[config.mk]
export PLATFORM = sky130hd
export DESIGN_NAME = uart_rx
export DESIGN_NICKNAME = d
export VERILOG_FILES = /design/src/rtl/uart_rx.sv
export SDC_FILE = /design/constraint.sdc
export NUM_CORES = 1
export LEC_CHECK = 0
export CAP_MARGIN = 20
export CORE_AREA = 2 2 66 68
export CTS_CLUSTER_DIAMETER = 40
export DETAILED_ROUTE_END_ITERATION = 10
export DIE_AREA = 0 0 68 70
export PLACE_DENSITY = 0.69
export SLEW_MARGIN = 40
export SYNTH_ARGS = -nofsm -noshare
export SYNTH_HDL_FRONTEND = slang
export SYNTH_SLANG_ARGS = --single-unit
[constraint.sdc]
create_clock -name clock -period 2.99 [get_ports clock]
set_input_delay 0.299 -clock clock [delete_from_list [all_inputs] [get_ports clock]]
set_output_delay 0.299 -clock clock [all_outputs]
set_load 0.03 [all_outputs]
[src/rtl/uart_rx.sv]
// 8N1-style serial receiver (DATA_BITS data, no parity) with a one-entry valid/ready holding register.
// Define UART_RX_MAJORITY_VOTE_EN to take each bit as the 2-of-3 vote of the last three ticks up to mid-bit.
module uart_rx #(
    parameter int CLK_HZ      = 25_000_000,
    parameter int BAUD_RATE   = 9600,
    parameter int SAMPLE_RATE = 16,
    parameter int DATA_BITS   = 9
) (
    input  logic                 clock,
    input  logic                 reset_n,
    input  logic                 rx,
    output logic [DATA_BITS-1:0] data,
    output logic                 valid,
    input  logic                 ready,
    output logic                 busy,
    output logic                 framing_error,
    output logic                 overrun
);
    localparam int DIV   = CLK_HZ / (BAUD_RATE * SAMPLE_RATE);
    localparam int DIV_W = (DIV > 1) ? $clog2(DIV) : 1;
    localparam int SMP_W = $clog2(SAMPLE_RATE);
    localparam int BIT_W = $clog2(DATA_BITS + 1);

    localparam logic [DIV_W-1:0] DIV_LAST  = DIV_W'(DIV - 1);
    localparam logic [SMP_W-1:0] HALF_LAST = SMP_W'(SAMPLE_RATE / 2 - 1);
    localparam logic [SMP_W-1:0] FULL_LAST = SMP_W'(SAMPLE_RATE - 1);
    localparam logic [BIT_W-1:0] BIT_LAST  = BIT_W'(DATA_BITS - 1);

    typedef enum logic [1:0] {IDLE, START, DATA, STOP} state_t;

    state_t               state, state_nx;
    logic                 rx_m, rx_s;
    logic [DIV_W-1:0]     div_cnt;
    logic [SMP_W-1:0]     smp_cnt;
    logic [SMP_W-1:0]     mid_cnt;
    logic [BIT_W-1:0]     bit_cnt;
    logic [DATA_BITS-1:0] shift;
    logic                 tick;
    logic                 mid;
    logic                 bit_val;
    logic                 deliver;
    logic                 frame_err;

    always_ff @(posedge clock or negedge reset_n) begin
        if (!reset_n) begin
            rx_m <= 1'b1;
            rx_s <= 1'b1;
        end else begin
            rx_m <= rx;
            rx_s <= rx_m;
        end
    end

    // Holding the counters at zero in IDLE phase-aligns ticks to the start edge.
    assign tick    = (state != IDLE) && (div_cnt == DIV_LAST);
    assign mid_cnt = (state == START) ? HALF_LAST : FULL_LAST;
    assign mid     = tick && (smp_cnt == mid_cnt);

    always_ff @(posedge clock or negedge reset_n) begin
        if (!reset_n) begin
            div_cnt <= '0;
            smp_cnt <= '0;
        end else if (state == IDLE) begin
            div_cnt <= '0;
            smp_cnt <= '0;
        end else begin
            div_cnt <= tick ? '0 : div_cnt + 1'b1;
            if (tick)
                smp_cnt <= (smp_cnt == mid_cnt) ? '0 : smp_cnt + 1'b1;
        end
    end

`ifdef UART_RX_MAJORITY_VOTE_EN
    // The two previous tick samples; at mid-bit they are the ticks at mid-2 and mid-1.
    logic [1:0] early;

    always_ff @(posedge clock or negedge reset_n) begin
        if (!reset_n)
            early <= 2'b11;
        else if (tick)
            early <= {early[0], rx_s};
    end

    assign bit_val = (early[1] & early[0]) | (early[1] & rx_s) | (early[0] & rx_s);
`else
    assign bit_val = rx_s;
`endif

    always_ff @(posedge clock or negedge reset_n) begin
        if (!reset_n)
            state <= IDLE;
        else
            state <= state_nx;
    end

    always_comb begin
        state_nx  = state;
        deliver   = 1'b0;
        frame_err = 1'b0;
        case (state)
            IDLE:  if (!rx_s) state_nx = START;
            START: if (mid) state_nx = bit_val ? IDLE : DATA;
            DATA:  if (mid && (bit_cnt == BIT_LAST)) state_nx = STOP;
            STOP: begin
                if (mid) begin
                    state_nx  = IDLE;
                    deliver   = bit_val;
                    frame_err = !bit_val;
                end
            end
            default: state_nx = IDLE;
        endcase
    end

    always_ff @(posedge clock or negedge reset_n) begin
        if (!reset_n) begin
            bit_cnt <= '0;
            shift   <= '0;
        end else begin
            if (state != DATA)
                bit_cnt <= '0;
            else if (mid)
                bit_cnt <= bit_cnt + 1'b1;
            // LSB first: each new bit enters at the top, so the first one ends in bit 0.
            if ((state == DATA) && mid)
                shift <= DATA_BITS'({bit_val, shift} >> 1);
        end
    end

    always_ff @(posedge clock or negedge reset_n) begin
        if (!reset_n) begin
            data          <= '0;
            valid         <= 1'b0;
            framing_error <= 1'b0;
            overrun       <= 1'b0;
        end else begin
            framing_error <= frame_err;
            overrun       <= deliver && valid && !ready;
            if (deliver && (!valid || ready)) begin
                data  <= shift;
                valid <= 1'b1;
            end else if (valid && ready) begin
                valid <= 1'b0;
            end
        end
    end

    assign busy = (state != IDLE);

endmodule

==> results of run 1 <==
[Yosys cell counts]
| master | instances | share of area (%) |
|---|---|---|
| nand4_2 | 1 | 0.68 |
| and2_1 | 2 | 0.68 |
| dfstp_2 | 2 | 2.9 |
| nand3_1 | 9 | 2.5 |
| nand4b_1 | 1 | 0.48 |
| and3_1 | 2 | 0.68 |
| buf_1 | 1 | 0.21 |
| a31oi_1 | 1 | 0.34 |
| and4bb_2 | 1 | 0.68 |
| buf_2 | 1 | 0.27 |
| nor4_4 | 1 | 1.2 |
| dfrtp_1 | 39 | 53 |
| o31a_1 | 1 | 0.48 |
| clkbuf_1 | 2 | 0.41 |
| nand2_2 | 1 | 0.34 |
| nor3b_2 | 1 | 0.68 |
| a211o_1 | 1 | 0.48 |
| nor2b_1 | 2 | 0.68 |
| xnor2_1 | 2 | 0.96 |
| nand2_1 | 12 | 2.5 |
| nand4_1 | 3 | 1.0 |
| nor2_1 | 11 | 2.3 |
| mux2_2 | 19 | 12 |
| o21ai_0 | 1 | 0.27 |
| xor2_1 | 7 | 3.4 |
| nor4_1 | 2 | 0.68 |
| nor3_1 | 2 | 0.55 |
| nor4b_1 | 1 | 0.48 |
| inv_1 | 4 | 0.82 |
| mux2i_1 | 5 | 2.7 |
| ha_1 | 5 | 3.4 |
| nand2b_1 | 5 | 1.7 |
| a21oi_1 | 2 | 0.55 |
[report_power, final]
group | total [mW] | internal [mW] | switching [mW] | leakage (nW)
Combinational | 0.0151 | 0.00429 | 0.0108 | 0.375
Sequential | 0.557 | 0.556 | 0.00105 | 0.551
Clock | 0.392 | 0.176 | 0.216 | 0.0511
[how the worst max path moves through the flow]
| stage | to | depth (start not counted) | slack, ns |
|---|---|---|---|
| 6_report | shift[6]$_DFFE_PN0P_ | 6 | 0.83 |
| 5_1_grt | shift[5]$_DFFE_PN0P_ | 6 | 0.71 |
| 4_1_cts | shift[4]$_DFFE_PN0P_ | 6 | 0.81 |
| 3_5_place_dp | shift[4]$_DFFE_PN0P_ | 6 | 0.82 |
| 3_3_place_gp | shift[0]$_DFFE_PN0P_ | 6 | 0.92 |
| 2_1_floorplan | shift[0]$_DFFE_PN0P_ | 6 | 1.06 |
[metal layers]
layer  up-vias  GRT usage (%)  wire (um)  share of wire (%)
li1        563              -          -                  -
met1       586           18.6       1360                 43
met2        18           25.6       1610                 51
met3         4           5.31        125                4.0
met4         0           6.00         47                1.5
met5         -              0          0                  0
[timing repair]
| item | 4_1_cts | 5_1_grt |
|---|---|---|
| endpoints found under the hold margin | 39 | 0 |
| resized for setup | 0 | 0 |
| hold buffers | 1 | 0 |
[kinds of logic (layout without fill, tap and decap cells)]
kind of cell	Yosys count	in the layout	synth area share (%)
XOR/XNOR	9	9	4.31
adder cells (fa/ha/maj)	5	5	3.42
AND/OR/NAND/NOR	57	57	17.7
flip-flops	41	41	56.3
AO/OA/AOI/OAI	6	6	2.12
buffers and inverters	8	29	1.71
multiplexers	24	24	14.4
[state kept, by name, indices dropped and copies added, names as in the netlist, 4 cells and up, named ones only]
| name | count |
|---|---|
| smp_cnt | 4 |
| shift | 9 |
| bit_cnt | 4 |
| div_cnt | 8 |
| data | 9 |
[layout by cell type (no fill, tap or decap), types with 3 or more instances in the layout]
cell,count
nor2_1,11
dfrtp_1,39
nand2b_1,5
nand2_1,12
inv_1,4
nand4_1,3
nand3_1,9
xor2_1,7
ha_1,5
mux2i_1,5
mux2_2,19
clkbuf_8,5
clkdlybuf4s50_1,15
[cell type report]
class | instances | area share [%]
clock inverters | 3 | 1.34
repair buffers | 17 | 7.83
well taps | 52 | 3.04
inverters | 4 | 0.701
flip-flops and latches | 41 | 48.0
clock buffers | 5 | 3.21
multi-input cells | 101 | 35.9
[metrics by stage]
step	setup slack [ns]	utilization, %
floorplan	1.06	-
global placement	0.924	49.0
detailed placement	0.821	49.1
CTS	0.808	51.7
global route	0.707	51.7
finish	0.834	51.7
==> out/summary.txt, run 1 <==
Core Box Area = 4140 sq um
Largest delay share family, worst path = simple AND/OR/NAND/NOR gates
Longest Clk Path Bufs = 2
Final nets = 179
Setup CP Type = reg -> reg
Post-DRT Antenna Nets = 0
final cycle utilization of the critical path = 72.1%
FILL cells = 363
initial antenna violation count = 0
Sink Count = 41
syn nets = 159
Area Growth Syn to Fin = 17.2%
Buf+Inv Stages, Crit Path = 1
Leak = 0.977 nW
Synth Cell Area = 1830 sq um
number of remaining DRC errors = 0
critical path peak fanout = 9
I/O Pins = 17
cell area after layout = 2140 sq um
Avg Cell Area, Syn = 12.2 sq um
min-delay src = rx_m$_DFF_PN1_
first-pass GRT wire length = 5450 um
TritonCTS clock tree = done
R2R Setup Slk = 0.83 ns
Achievable Freq = 464 MHz
FF-to-FF path depth = 6
vias in the first global route = 1205
cells along the critical path = inv_1 -> ha_1 -> and4bb_2 -> nand2_2 -> nor4_4 -> mux2_2
Slew Limit Fails = 0
per-cell routed wire length = 14.1 um
hold slack = 0.358 ns
initial drt markers = 33
IO buf count = 16
slowest stage delay, CP = 0.62 ns
CTS Buf Count = 5
Setup crit end kind = register
Seq/Total Area, Yosys = 56.3%
proportion of layout cells with a drive suffix above 1 = 20.5%
dpl hpwl = 2220 um
GRT Overall Usage = 15.6%
RSZ-0062 raised after global routing = no
Sum Neg Setup Slack = 0 ns
starting density of the core = 44.1%
CTS HTree Levels = 2
Setup crit start kind = register
pwr dens = 450 nW/um^2
via count = 1171
Placement Cell Area = 2030 sq um
post-synth cell types = 33
total power draw = 0.964 mW
gr ovfl total = 0
die area = 4760 sq um
Critical R2R Launch = div_cnt[1]$_DFF_PN0_
sequential cell area = 1030 sq um
CTS root buffer = clkbuf_8
die width = 68 um
slew margin rel. = 59.4%
Final setup viols = 0
Peak supply drop = 0.389 mV
largest net degree at the start of global routing = 42
Die H = 70 um
Tightest Pin Transition = 0.605 ns
drt pass-1 iters = 4
FF+latch count, synth = 41
Final Hold Fails = 0
CP Data Required Time = 3.19 ns
status = complete, no violations
final wirelength = 3150 um
Critical Path Start = div_cnt[1]$_DFF_PN0_
CP arrival = 2.35 ns
later-pin clock latency in the skew report = 0.30 ns
# Post-CTS Setup Buffers = 0
Site Rows = 24
clock skew = 0.0109 ns
post-DR vias/cell = 5.25
number of diodes = 0
Syn Inst Count = 150
GPL Wtd Cong = 0.805
Worst Hold End = bit_val$_DFF_PN1_
area occupied by multi-input gates = 768 sq um
slowest CP cell = nor4_4
max cap viols = 0
reg2reg end = shift[6]$_DFFE_PN0P_
clk slew on worst S/H paths = 0.09 ns
hold crit path type = reg -> reg
Tmin final = 2.16 ns
hold depth = 0
Placed Cells = 214
Syn. warnings = 0
Finished Layout Cells = 223
Power figures use the tool's default switching activity.
==> inputs of run 2 (changes only) <==
--- a/config.mk
+++ b/config.mk
@@ -10,7 +10,7 @@
 export CTS_CLUSTER_DIAMETER = 40
 export DETAILED_ROUTE_END_ITERATION = 10
 export DIE_AREA = 0 0 68 70
-export PLACE_DENSITY = 0.69
+export PLACE_DENSITY = 0.72
 export SLEW_MARGIN = 40
 export SYNTH_ARGS = -nofsm -noshare
 export SYNTH_HDL_FRONTEND = slang
==> constraint.sdc (replaced) <==
create_clock -name clock -period 1.9 [get_ports clock]
set_input_delay 0.19 -clock clock [delete_from_list [all_inputs] [get_ports clock]]
set_output_delay 0.19 -clock clock [all_outputs]
set_load 0.03 [all_outputs]
==> out/summary.txt, run 2 (synthesized netlist as in run 1, its figures left out) <==
status = complete, no violations
Setup crit start kind = register
Area Growth Syn to Fin = 23.2%
max cap viols = 0 (unchanged)
GPL Wtd Cong = 0.803 (-0.20%)
biggest registers after layout = data x9, shift x9, div_cnt x8
slowest CP cell = dfrtp_1
CP Data Required Time = 2.08 ns (-1.11 ns)
reg2reg end = shift[5]$_DFFE_PN0P_
Die H = 70 um (unchanged)
starting density of the core = 44.1% (unchanged)
Final nets = 190 (+6.1%)
Critical Path Start = div_cnt[1]$_DFF_PN0_
slowest stage delay, CP = 0.38 ns (-0.24 ns)
Achievable Freq = 577 MHz (+24%)
TritonCTS clock tree = done
die width = 68 um (unchanged)
Sum Neg Setup Slack = 0 ns (unchanged)
vias in the first global route = 1223 (+1.5%)
Site Rows = 24 (unchanged)
I/O Pins = 17 (unchanged)
pwr dens = 717 nW/um^2 (+59%)
initial antenna violation count = 0 (unchanged)
Longest Clk Path Bufs = 2 (unchanged)
Critical R2R Launch = div_cnt[1]$_DFF_PN0_
later-pin clock latency in the skew report = 0.30 ns (about the same)
clock skew = 0.00800 ns (-0.00287 ns)
sequential cell area = 1030 sq um (unchanged)
CTS Buf Count = 5 (unchanged)
R2R Setup Slk = 0.17 ns (-0.67 ns)
CTS HTree Levels = 2 (unchanged)
critical path peak fanout = 4 (-5)
total power draw = 1.62 mW (+68%)
Slew Limit Fails = 0 (unchanged)
post-DR vias/cell = 5.11 (-2.7%)
Placed Cells = 225 (+5.1%)
Leak = 1.04 nW (+5.9%)
most frequent cells in the layout = dfrtp_1, mux2_2, clkdlybuf4s50_1, nand2_1
Peak supply drop = 0.633 mV (+63%)
Tightest Pin Transition = 0.494 ns (-0.111 ns)
area occupied by multi-input gates = 778 sq um (+1.3%)
FILL cells = 348 (-4.1%)
Core Box Area = 4140 sq um (unchanged)
RSZ-0062 raised after global routing = no
hold crit path type = in -> reg
CTS root buffer = clkbuf_8
CP arrival = 1.92 ns (-0.43 ns)
dpl hpwl = 2460 um (+11%)
Finished Layout Cells = 234 (+4.9%)
die area = 4760 sq um (unchanged)
initial drt markers = 48 (+45%)
Worst Setup EP = shift[5]$_DFFE_PN0P_
largest net degree at the start of global routing = 17 (-60%)
drt pass-1 iters = 4 (unchanged)
number of remaining DRC errors = 0 (unchanged)
gr ovfl total = 0 (unchanged)
final wirelength = 3380 um (+7.6%)
Post-DRT Antenna Nets = 0 (unchanged)
cells along the critical path = inv_1 -> ha_1 -> and4bb_2 -> nand2_2 -> nor4_4 -> buf_4 -> mux2_2
per-cell routed wire length = 14.5 um (+2.5%)
final cycle utilization of the critical path = 91.3% (+19 points)
first-pass GRT wire length = 5710 um (+4.8%)
number of diodes = 0 (unchanged)
GRT Overall Usage = 16.1% (+0.52 points)
hold depth = 1 (+1)
Final setup viols = 0 (unchanged)
Setup CP Type = reg -> reg
proportion of layout cells with a drive suffix above 1 = 25.8% (+5.4 points)
Tmin final = 1.73 ns (-0.422 ns)
FF-to-FF path depth = 7 (+1)
Sink Count = 41 (unchanged)
via count = 1195 (+2.0%)
Setup crit end kind = register
Final Hold Fails = 0 (unchanged)
commonest non-fill, non-tap cell in the layout = dfrtp_1
clk slew on worst S/H paths = 0.08 ns (about the same)
IO buf count = 16 (unchanged)
slew margin rel. = 67.0% (+7.6 points)
## run 2: through the flow
stage / hold WS [ns] / util [%] / instance area (sq um) / setup WS (ns)
2_1_floorplan: -0.106 / - / 1830 / 0.0689
3_3_place_gp: 0.109 / 51.0 / 2110 / 0.116
5_1_grt: 0.300 / 54.3 / 2250 / 0.0226
3_5_place_dp: 0.124 / 51.0 / 2110 / 0.0420
4_1_cts: 0.287 / 54.0 / 2240 / 0.0277
6_report: 0.294 / 54.3 / 2250 / 0.166
## run 2: repair_timing
item / 4_1_cts / 5_1_grt
hold buffers: 1 / 0
gates resized for setup: 0 / 3
buffers inserted: 0 / 0
hold endpoints to repair: 14 / 0
endpoints found under the setup margin: 0 / 10
## run 2: power breakdown
| group | total [mW] | switching [mW] | internal, mW |
|---|---|---|---|
| combinational | 0.0268 | 0.0180 | 0.00880 |
| sequential | 0.877 | 0.00181 | 0.876 |
| clock | 0.711 | 0.318 | 0.393 |
| total | 1.62 | 0.338 | 1.28 |
## run 2: cell type report
cell class | count | share of cell area, %
well taps | 52 | 2.89
repair buffers | 28 | 11.1
flip-flops and latches | 41 | 45.7
clock inverters | 3 | 2.06
clock buffers | 5 | 3.06
inverters | 4 | 0.667
multi-input cells | 101 | 34.6
## run 2: per-layer routing
layer	vias up	track usage, %	share of wire [%]
li1	578	-	-
met1	582	21.4	45
met2	28	25.2	48
met3	7	4.35	4.7
met4	0	5.56	1.8
met5	-	0	0
## run 2: worst min path at each step
| stage | from | endpoint |
|---|---|---|
| CTS | rx | rx_m$_DFF_PN1_ |
| global placement | reset_n | div_cnt[5]$_DFF_PN0_ |
| finish | rx | rx_m$_DFF_PN1_ |
| floorplan | reset_n | async pin |
| global route | rx | rx_m$_DFF_PN1_ |
| detailed placement | reset_n | overrun$_DFF_PN0_ |
## run 2: worst max-delay path: cells and delay by family (launching register included)
family        cells  cell delay [ns]
simple gates      3             0.54
flops             1             0.38
mux               1             0.34
buf+inv           2             0.23
fa+ha+maj         1             0.13
